`src/rtl/jt6295_chseq.sv`:
```
`default_nettype none
// ============================================================================
//  Module   : jt6295_chseq
//  Purpose  : Four-channel ADPCM address sequencer. Time-multiplexes one ROM
//             port over four voices and walks each phrase nibble by nibble,
//             delivering one tagged 4-bit code per active channel per sample.
//  Revision : 1.0 - initial release
// ============================================================================
module jt6295_chseq (
    input  logic        rst,
    input  logic        clk,
    input  logic        cen4,
    input  logic        cen1,
    input  logic [3:0]  start,
    input  logic [3:0]  stop,
    input  logic [17:0] start_addr,
    input  logic [17:0] stop_addr,
    input  logic [3:0]  att,
    output logic [3:0]  busy,
    output logic [3:0]  ack,
    output logic        zero,
    output logic [17:0] rom_addr,
    input  logic [7:0]  rom_data,
    input  logic        rom_ok,
    output logic [3:0]  smp,
    output logic [1:0]  smp_ch,
    output logic [3:0]  smp_att,
    output logic        smp_first,
    output logic        smp_vld
);

    // Per-channel phrase state
    logic [18:0] r_np    [0:3];
    logic [17:0] r_end   [0:3];
    logic [3:0]  r_att   [0:3];
    logic [3:0]  r_first;
    logic [3:0]  r_busy;
    logic [3:0]  r_ack;

    // Slot counter and registered outputs
    logic [1:0]  r_sl;
    logic        r_zero;
    logic [17:0] r_rom_addr;
    logic [3:0]  r_smp;
    logic [1:0]  r_smp_ch;
    logic [3:0]  r_smp_att;
    logic        r_smp_first;
    logic        r_smp_vld;

    // On a cen4 edge the current slot closes and the next one opens
    logic [1:0]  w_open_ch;
    logic [1:0]  w_close_ch;
    logic [18:0] w_np_cls;
    logic [18:0] w_np_inc;
    logic        w_close_fire;
    logic        w_close_last;
    logic        w_same_ch;
    logic [3:0]  w_nib;
    logic [17:0] w_open_byte;
    logic        w_load;
    logic [3:0]  w_busy_nx;
    logic [3:0]  w_ack_nx;

    assign w_close_ch   = r_sl;
    assign w_open_ch    = cen1 ? 2'd0 : r_sl + 2'd1;
    assign w_np_cls     = r_np[w_close_ch];
    assign w_np_inc     = w_np_cls + 19'd1;   // wraps modulo 2^19
    assign w_close_fire = cen4 & r_busy[w_close_ch] & rom_ok;
    assign w_close_last = (w_np_cls[18:1] == r_end[w_close_ch]) & w_np_cls[0];
    assign w_nib        = w_np_cls[0] ? rom_data[3:0] : rom_data[7:4];
    assign w_same_ch    = (w_open_ch == w_close_ch);

    // If the closing and opening slot are the same channel (cen1 landing on
    // slot 0), the opening address must see the pointer the close just advanced.
    assign w_open_byte  = (w_close_fire & w_same_ch & ~w_close_last) ?
                          w_np_inc[18:1] : r_np[w_open_ch][18:1];

    // Busy/ack next state: slot close first, then slot open decisions
    always_comb begin
        w_busy_nx = r_busy;
        w_ack_nx  = r_ack & start;
        w_load    = 1'b0;
        if (w_close_fire && w_close_last) begin
            w_busy_nx[w_close_ch] = 1'b0;
        end
        if (cen4) begin
            if (stop[w_open_ch]) begin
                w_busy_nx[w_open_ch] = 1'b0;
            end else if (start[w_open_ch] && !r_ack[w_open_ch] && !w_busy_nx[w_open_ch]) begin
                w_load                = 1'b1;
                w_busy_nx[w_open_ch]  = 1'b1;
                w_ack_nx[w_open_ch]   = 1'b1;
            end else if (start[w_open_ch] && w_busy_nx[w_open_ch]) begin
                // Retrigger of a playing channel is acknowledged but ignored
                w_ack_nx[w_open_ch]   = 1'b1;
            end
        end
    end

    // Per-channel state: pointer advance on close, phrase load on open
    always_ff @(posedge clk) begin
        if (rst) begin
            r_busy  <= 4'd0;
            r_ack   <= 4'd0;
            r_first <= 4'd0;
            for (int i = 0; i < 4; i++) begin
                r_np[i]  <= 19'd0;
                r_end[i] <= 18'd0;
                r_att[i] <= 4'd0;
            end
        end else begin
            r_busy <= w_busy_nx;
            r_ack  <= w_ack_nx;
            if (w_close_fire) begin
                r_first[w_close_ch] <= 1'b0;
                if (!w_close_last) begin
                    r_np[w_close_ch] <= w_np_inc;
                end
            end
            if (w_load) begin
                r_np[w_open_ch]    <= {start_addr, 1'b0};
                r_end[w_open_ch]   <= stop_addr;
                r_att[w_open_ch]   <= att;
                r_first[w_open_ch] <= 1'b1;
            end
        end
    end

    // Slot counter, ROM address, sample strobe and decoder-facing outputs
    always_ff @(posedge clk) begin
        if (rst) begin
            r_sl        <= 2'd0;
            r_zero      <= 1'b0;
            r_rom_addr  <= 18'd0;
            r_smp       <= 4'd0;
            r_smp_ch    <= 2'd0;
            r_smp_att   <= 4'd0;
            r_smp_first <= 1'b0;
            r_smp_vld   <= 1'b0;
        end else begin
            r_zero    <= cen4 & cen1;
            r_smp_vld <= w_close_fire;
            if (cen4) begin
                r_sl       <= w_open_ch;
                r_rom_addr <= w_load ? start_addr : w_open_byte;
            end
            if (w_close_fire) begin
                r_smp       <= w_nib;
                r_smp_ch    <= w_close_ch;
                r_smp_att   <= r_att[w_close_ch];
                r_smp_first <= r_first[w_close_ch];
            end
        end
    end

    assign busy      = r_busy;
    assign ack       = r_ack;
    assign zero      = r_zero;
    assign rom_addr  = r_rom_addr;
    assign smp       = r_smp;
    assign smp_ch    = r_smp_ch;
    assign smp_att   = r_smp_att;
    assign smp_first = r_smp_first;
    assign smp_vld   = r_smp_vld;

endmodule
`default_nettype wire

```
`config.mk`:
```
export PLATFORM = sky130hd
export DESIGN_NAME = jt6295_chseq
export DESIGN_NICKNAME = d
export VERILOG_FILES = /design/src/rtl/jt6295_chseq.sv
export SDC_FILE = /design/constraint.sdc
export NUM_CORES = 1
export LEC_CHECK = 0
export BUFFER_PORTS_ARGS = -buffer_cell sky130_fd_sc_hd__buf_4
export CAP_MARGIN = 20
export CORE_MARGIN = 2
export CORE_UTILIZATION = 39
export DETAILED_ROUTE_END_ITERATION = 12
export HOLD_SLACK_MARGIN = 0.05
export PLACE_DENSITY = 0.56
export SETUP_SLACK_MARGIN = 0.1
export SLEW_MARGIN = 30
export SYNTH_ARGS = -nofsm -noshare
export SYNTH_HDL_FRONTEND = slang
export SYNTH_SLANG_ARGS = --single-unit
```
`constraint.sdc`:
```
create_clock -name clk -period 5.45 [get_ports clk]
set_clock_uncertainty 0.2 [all_clocks]
set_input_delay 0.8175 -clock clk [delete_from_list [all_inputs] [get_ports clk]]
set_output_delay 0.8175 -clock clk [all_outputs]
set_load 0.02 [all_outputs]
```
==> metrics.md, run 1 <==
| Metric | Value |
|---|---|
| Design area | `13100 sq um` |
| Grt total ovfl | `0` |
| Pre-Repair DR Iteration Count | `5` |
| Pin count of the biggest net entering global routing | `43` |
| Detailed Place HPWL | `20800 um` |
| Post-synthesis mux area share | `0.114` |
| Io pins | `100` |
| RSZ-0062 raised after global routing | `false` |
| Register area share after synthesis | `0.528` |
| Main combinational cell family by area after synthesis | `compound AO/OA/AOI/OAI gates` |
| Tot GR Track Use | `0.220` |
| Cell Area, Synth | `11000 sq um` |
| Die W | `172 um` |
| Clk slew on worst S/H paths | `0.06 ns` |
| Die area | `29700 sq um` |
| Overall Power | `4.01 mW` |
| Top fanout value on the critical path | `24` |
| Share of post-route cells with drive strength above 1 | `0.265` |
| Total Neg Setup Slack | `0 ns` |
| DR vias | `8004` |
| Hold Path Depth | `2` |
| Final Max Tran Viols | `0` |
| Critical Path RT | `5.66 ns` |
| Wire length per cell | `23.3 um` |
| R2R cell count | `11` |
| Clk_lat worst skew | `0.54 ns` |
| Rows | `61` |
| Max Cap Viol | `0` |
| #FFs+latches synth | `211` |
| Cts bufs inserted | `25` |
| Post-CTS Setup Inserts | `0` |
| Reg-to-Reg End | `r_end[2][1]` |
| Layout Area Growth over Synthesis | `19.1%` |
| Compound-Gate Fraction of Synth Area | `0.149` |
| DRC | `0` |
| Crit end category | `register` |
| Placement Setup Slack | `1.02 ns` |
| Post-Synth Simple-Gate Area | `0.131` |
| First-pass GRT wire length | `49100 um` |
| Fraction of the mapped netlist area in adder cells | `0.00567` |
| Leakage power | `4.81 nW` |
| Hold slack | `0.258 ns` |
| RePlAce Congestion | `0.799` |
| Placed instance count | `1323` |
| Starting Density | `0.396` |
| Yosys top cell by area | `edfxtp_1` |
| Final cell count without fillers | `1370` |
| WP data arrival | `4.64 ns` |
| Clk sink count | `211` |
| Fin util | `0.472` |
| Hold buffer count at CTS | `0` |
| Post-route setup slack | `1.02 ns` |
| Iter 0 DRT Violations | `645` |
| H-tree levels | `1` |
| Ys Warns | `0` |
| Post-route minimum period | `4.43 ns` |
| Finish-stage setup viols | `0` |
| Slew headroom | `0.408` |
| Startpoint types | `register` |
| Clock tree root driver cell | `clkbuf_16` |
| Top FF cell, synth | `edfxtp_1` |
| Achievable frequency | `0.226 GHz` |
| Die Span Y | `172 um` |
| Count leader, synth | `edfxtp_1` |
| Worst-margin pin slew | `0.887 ns` |
| Async S/R FF share, synth | `0` |
| HP Class | `register to register` |
| TritonCTS clock tree | `built` |
| Status | `finished clean` |
| # resized after CTS | `0` |
| Top post-synthesis cells by count | `160 x edfxtp_1, 90 x and2_1, 51 x dfxtp_1` |
| Antenna cells | `0` |
| Number of synthesized flops with an enable pin | `160` |
| Final net count | `1039` |
| Yosys cell types | `66` |
| Vias in the first global route | `8182` |
| Syn_nets | `940` |
| Core area | `27900 sq um` |
| Hold Path End | `smp_att[0]` |
| Antenna Nets Post-Route | `0` |
| Final Hold Viols | `0` |
| Post-Synth XOR/XNOR Area | `0.0325` |
| Initial antenna violation count | `0` |
| Peak VDD IR | `0.195 mV` |
| Cells after synthesis | `874` |
| Clock Path Buffers | `3` |
| Power Dens Cells | `305 nW/um^2` |
| Syn Area/Cell | `12.6 sq um` |
| Period Utilization, post-route | `0.813` |
| Port Buffers | `99` |
| Dpl cell area | `12300 sq um` |
| Top post-synthesis cells by area | `edfxtp_1 44%, dfxtp_1 9.2%, mux4_2 8.6%` |
| Multi-input logic area | `4840 sq um` |
| Filler instances | `2606` |
| FF+latch area | `5830 sq um` |
| Routed Wire Length | `31900 um` |
| Synth top area share | `0.435` |
| Reg2Reg Setup Slack | `1.02 ns` |
| Min-delay src | `smp_att[0]` |
| Crit path kind | `register to register` |
| Drt via density | `5.84` |
-- logic make-up after synthesis --
kind of cell | after synthesis
xor+xnor | 41
fa+ha+maj | 5
compound gates | 205
mux | 72
flops | 211
buf+inv | 91
simple gates | 249
-- metal layers --
metal  vias to the layer above  part of all wire  global-route usage
met5                         -                 0                   0
met4                         0             0.019              0.0515
met3                        42             0.055              0.0311
met2                       283              0.49               0.377
met1                      4063              0.44               0.296
li1                       3616                 -                   -
-- report_power, final --
| part | total, mW | switching, mW | leakage [nW] | internal (mW) |
|---|---|---|---|---|
| logic | 0.495 | 0.298 | 2.34 | 0.197 |
| registers | 1.84 | 0.0366 | 2.08 | 1.81 |
| clock network | 1.67 | 0.688 | 0.397 | 0.985 |
| total | 4.01 | 1.02 | 4.81 | 2.99 |
-- how the worst max path moves through the flow --
stage                   from           to  cells after the start
floorplan           register  r_att[0][0]                     10
global placement    register   r_np[3][3]                     10
detailed placement  register  r_end[2][1]                     11
CTS                 register  r_end[2][1]                     11
global route        register  r_att[2][2]                     11
finish              register  r_end[2][1]                     11
-- critical path, stage by stage (launching register included) --
cell and delay (ns):
dfxtp_2 0.58, buf_12 0.27, buf_4 0.19, mux4_2 0.51, xor2_1 0.15, nor4_1 0.37, and3_1 0.35, a21boi_2 0.18
buf_4 0.26, nor4_4 0.61, buf_4 0.41, and2_1 0.17
-- state kept, by name (all words and copies together) (netlist names), named ones only --
register / count
rom_addr: 18
smp_att: 4
ack: 4
smp_vld: 1
smp_ch: 2
r_sl: 2
busy: 4
r_first: 4
smp: 4
r_np: 76
smp_first: 1
r_att: 16
r_end: 72
zero: 1
-- cells in the final DEF, fill, tap and decap left out, drive strengths merged, types with 13 or more instances in the layout --
| cell type | n |
|---|---|
| dfxtp | 51 |
| edfxtp | 160 |
| a31oi | 13 |
| nor2 | 38 |
| and3 | 24 |
| xnor2 | 21 |
| o2bb2ai | 34 |
| nand2 | 47 |
| and2 | 91 |
| o21ai | 23 |
| inv | 23 |
| buf | 141 |
| mux2i | 22 |
| a32o | 18 |
| xor2 | 20 |
| a22o | 37 |
| a21oi | 22 |
| a221o | 14 |
| clkbuf | 32 |
| mux4 | 42 |
-- final cells by class --
type	count	area share
clock buffer	32	0.0519
clock inverter	14	0.0108
multi-input combinational	572	0.368
inverter	22	0.00628
tap	378	0.0360
timing repair buffer	141	0.0833
sequential	211	0.443
Note: power is estimated with default switching activity, not from simulation.
==> inputs of run 2 (changes only) <==
--- a/config.mk
+++ b/config.mk
@@ -5,13 +5,14 @@
 export SDC_FILE = /design/constraint.sdc
 export NUM_CORES = 1
 export LEC_CHECK = 0
+export ABC_AREA = 1
 export BUFFER_PORTS_ARGS = -buffer_cell sky130_fd_sc_hd__buf_4
 export CAP_MARGIN = 20
 export CORE_MARGIN = 2
 export CORE_UTILIZATION = 39
 export DETAILED_ROUTE_END_ITERATION = 12
 export HOLD_SLACK_MARGIN = 0.05
-export PLACE_DENSITY = 0.56
+export PLACE_DENSITY = 0.58
 export SETUP_SLACK_MARGIN = 0.1
 export SLEW_MARGIN = 30
 export SYNTH_ARGS = -nofsm -noshare
==> constraint.sdc (replaced) <==
create_clock -name clk -period 3.62 [get_ports clk]
set_clock_uncertainty 0.2 [all_clocks]
set_input_delay 0.543 -clock clk [delete_from_list [all_inputs] [get_ports clk]]
set_output_delay 0.543 -clock clk [all_outputs]
set_load 0.02 [all_outputs]
==> run 2 against run 1 <==
Compared with the run above: total power rose by 70%; worst hold slack worse by 0.18 ns; wire length is 29% higher; cell count grew 49%; clock power is 60% higher; sequential share of layout area decreased by 5.3 points; register-to-register slack got worse by 0.86 ns; combinational power grew to 2.7 times the previous value; die area grew 4.6%; critical endpoint is now r_np[2][17]; design area grew 14%.
==> metrics.md, run 2 <==
| Metric | Value |
|---|---|
| Syn_nets | `1531 (+63%)` |
| Number of synthesized flops with an enable pin | `160 (unchanged)` |
| Fin util | `0.508 (+0.0362)` |
| WP data arrival | `3.50 ns (-1.14 ns)` |
| Vias in the first global route | `10672 (+30%)` |
| Placed instance count | `1978 (+50%)` |
| Clk slew on worst S/H paths | `0.06 ns (about the same)` |
| Min-delay src | `start[0]` |
| Count leader, synth | `nand2_1` |
| Internal Power | `4.88 mW (+63%)` |
| Post-route minimum period | `3.46 ns (-0.969 ns)` |
| TritonCTS clock tree | `built` |
| Achievable frequency | `0.289 GHz (+28%)` |
| Rows | `63 (+3.3%)` |
| Clock tree root driver cell | `clkbuf_16` |
| Crit path kind | `register to register` |
| Layout Area Growth over Synthesis | `29.2%` |
| Peak VDD IR | `0.320 mV (+64%)` |
| Grt total ovfl | `0 (unchanged)` |
| Sw Share | `0.285 (+0.0296)` |
| Leakage power | `6.48 nW (+35%)` |
| Hold buffer count at CTS | `0 (unchanged)` |
| Power Dens Cells | `456 nW/um^2 (+50%)` |
| HP Class | `primary input to register` |
| Yosys cell types | `43 (-35%)` |
| Cell Area, Synth | `11600 sq um (+4.7%)` |
| Die Span Y | `176 um (+2.3%)` |
| Initial antenna violation count | `1 (+1)` |
| Detailed Place HPWL | `27400 um (+31%)` |
| RePlAce Congestion | `0.950 (+19%)` |
| DR vias | `11049 (+38%)` |
| Final Hold Viols | `0 (unchanged)` |
| Top fanout value on the critical path | `14 (-42%)` |
| Slew headroom | `0.606 (+0.198)` |
| Top post-synthesis cells by count | `493 x nand2_1, 160 x edfxtp_1, 141 x nand3_1` |
| Top FF cell, synth | `edfxtp_1` |
| Iter 0 DRT Violations | `1109 (+72%)` |
| Largest register by flop count | `r_np` |
| Tot GR Track Use | `0.257 (+0.0366)` |
| Synth top area share | `0.415 (-0.0197)` |
| Commonest non-fill, non-tap cells in the layout | `469 x nand2_1, 177 x buf_4, 160 x edfxtp_1` |
| Startpoint types | `register` |
| NetSw | `1.94 mW (+90%)` |
| Pre-Repair DR Iteration Count | `5 (unchanged)` |
| Async S/R FF share, synth | `0 (unchanged)` |
| Ys Warns | `0 (unchanged)` |
| Core area | `29400 sq um (+5.5%)` |
| Reg2Reg Setup Slack | `0.16 ns (-0.86 ns)` |
| Most common cell after layout, fill and taps aside | `nand2_1` |
| Clock Path Buffers | `3 (unchanged)` |
| Die area | `31000 sq um (+4.6%)` |
| Port Buffers | `99 (unchanged)` |
| Clk sink count | `211 (unchanged)` |
| Routed Wire Length | `41200 um (+29%)` |
| Max Cap Viol | `0 (unchanged)` |
| Top post-synthesis cells by area | `edfxtp_1 42%, nand2_1 16%, dfxtp_1 8.8%` |
| Drt via density | `5.41 (-7.3%)` |
| Cts bufs inserted | `25 (unchanged)` |
| DRC | `0 (unchanged)` |
| Overall Power | `6.81 mW (+70%)` |
| Yosys top cell by area | `edfxtp_1` |
| #FFs+latches synth | `211 (unchanged)` |
| Period Utilization, post-route | `0.956 (+0.143)` |
| Syn Area/Cell | `7.89 sq um (-38%)` |
| R2R cell count | `18 (+7)` |
| Clock power share | `0.392 (-0.025)` |
| Critical Path RT | `3.66 ns (-2.00 ns)` |
| Status | `finished clean` |
| Reg power frac | `0.411 (-0.049)` |
| Total Neg Setup Slack | `0 ns (unchanged)` |
| Share of post-route cells with drive strength above 1 | `0.210 (-0.0548)` |
| Worst-margin pin slew | `0.591 ns (-0.297 ns)` |
| Max FFs per register | `76 (unchanged)` |
| Antenna Nets Post-Route | `0 (unchanged)` |
| Die W | `176 um (+2.3%)` |
| Wire length per cell | `20.2 um (-13%)` |
| Pin count of the biggest net entering global routing | `41 (-4.7%)` |
| Clk_lat worst skew | `0.53 ns (about the same)` |
| Io pins | `100 (unchanged)` |
| First-pass GRT wire length | `61100 um (+25%)` |
| Hold Path Depth | `3 (+1)` |
| Reg-to-Reg End | `r_np[2][17]` |
| Register area share after synthesis | `0.504 (-0.0239)` |
| Final Max Tran Viols | `0 (unchanged)` |
| Starting Density | `0.393 (-0.00303)` |
| Final net count | `1698 (+63%)` |
| Combinational group share of total power | `0.197 (+0.074)` |
| Crit end category | `register` |
| Final cell count without fillers | `2041 (+49%)` |
| Finish-stage setup viols | `0 (unchanged)` |
| Cells after synthesis | `1465 (+68%)` |
| Hold Path End | `ack[0]` |
| RSZ-0062 raised after global routing | `true` |
| H-tree levels | `1 (unchanged)` |
run 2: worst max path at each step:
stage               startpoint     endpoint  cells past startpoint
floorplan              r_sl[0]  r_np[3][10]                     14
global placement      register   r_np[2][8]                     18
detailed placement    register   r_np[2][3]                     21
CTS                   register  r_np[2][11]                     18
global route          register  r_np[2][17]                     21
finish                register  r_np[2][17]                     18
run 2: critical path, stage by stage, from the launching register on:
cell and delay [ns]:
dfxtp_4 0.40, buf_12 0.17, o21ai_0 0.33, nand2_1 0.17, nand3_1 0.14, nand2_1 0.10, nor2_4 0.14, nand3_2 0.10
nor2_4 0.21, nand3_2 0.11, nand3_2 0.08, nand2_2 0.07, nor2_4 0.14, nand4_4 0.11, buf_12 0.18, nor2_8 0.10
inv_4 0.06, nand3_4 0.14, clkbuf_16 0.19
run 2: per-stage QoR:
stage	worst slack, ns	hold WS (ns)	instance area (sq um)
floorplan	0.107	0.241	11600
global placement	0.0919	0.253	13500
detailed placement	0.0939	0.261	13500
CTS	0.103	0.0645	14400
global route	0.0329	0.0979	14900
finish	0.159	0.0809	14900
run 2: what timing repair did:
item / CTS / global route
buffers inserted: 0 / 5
resized for setup: 2 / 68
pin swaps: 0 / 7
setup endpoints to repair: 36 / 350
cloned: 1 / 11
run 2: area by class of cell:
cell class / instances / area, sq um
multi-input combinational: 1046 / 5080
inverter: 128 / 493
fill: 2782 / 14500
tap: 390 / 488
timing repair buffer: 220 / 2180
sequential: 211 / 5830
clock inverter: 12 / 159
clock buffer: 33 / 707
antenna: 1 / 2.50
run 2: routing by layer:
metal  share of wire  GRT usage  vias to the layer above
li1                -          -                     5229
met1            0.41      0.348                     5249
met2            0.48      0.426                      496
met3           0.084     0.0314                       75
met4           0.031     0.0878                        0
met5               0          0                        -
run 2: cell families after synthesis:
family          after synthesis  synth area share
flops                       211             0.504
xor+xnor                     16            0.0121
fa+ha+maj                     5           0.00541
compound gates              195            0.0933
buf+inv                     208            0.0797
simple gates                830             0.306
run 2: power by group through the flow:
stage	sequential (mW)	clock (mW)	combinational (mW)
6_report	2.80	2.67	1.34
5_1_grt	2.81	2.78	1.45
4_1_cts	2.80	2.70	1.25
3_5_place_dp	2.85	0	1.23
3_3_place_gp	2.85	0	1.23
2_1_floorplan	2.86	0	0.659
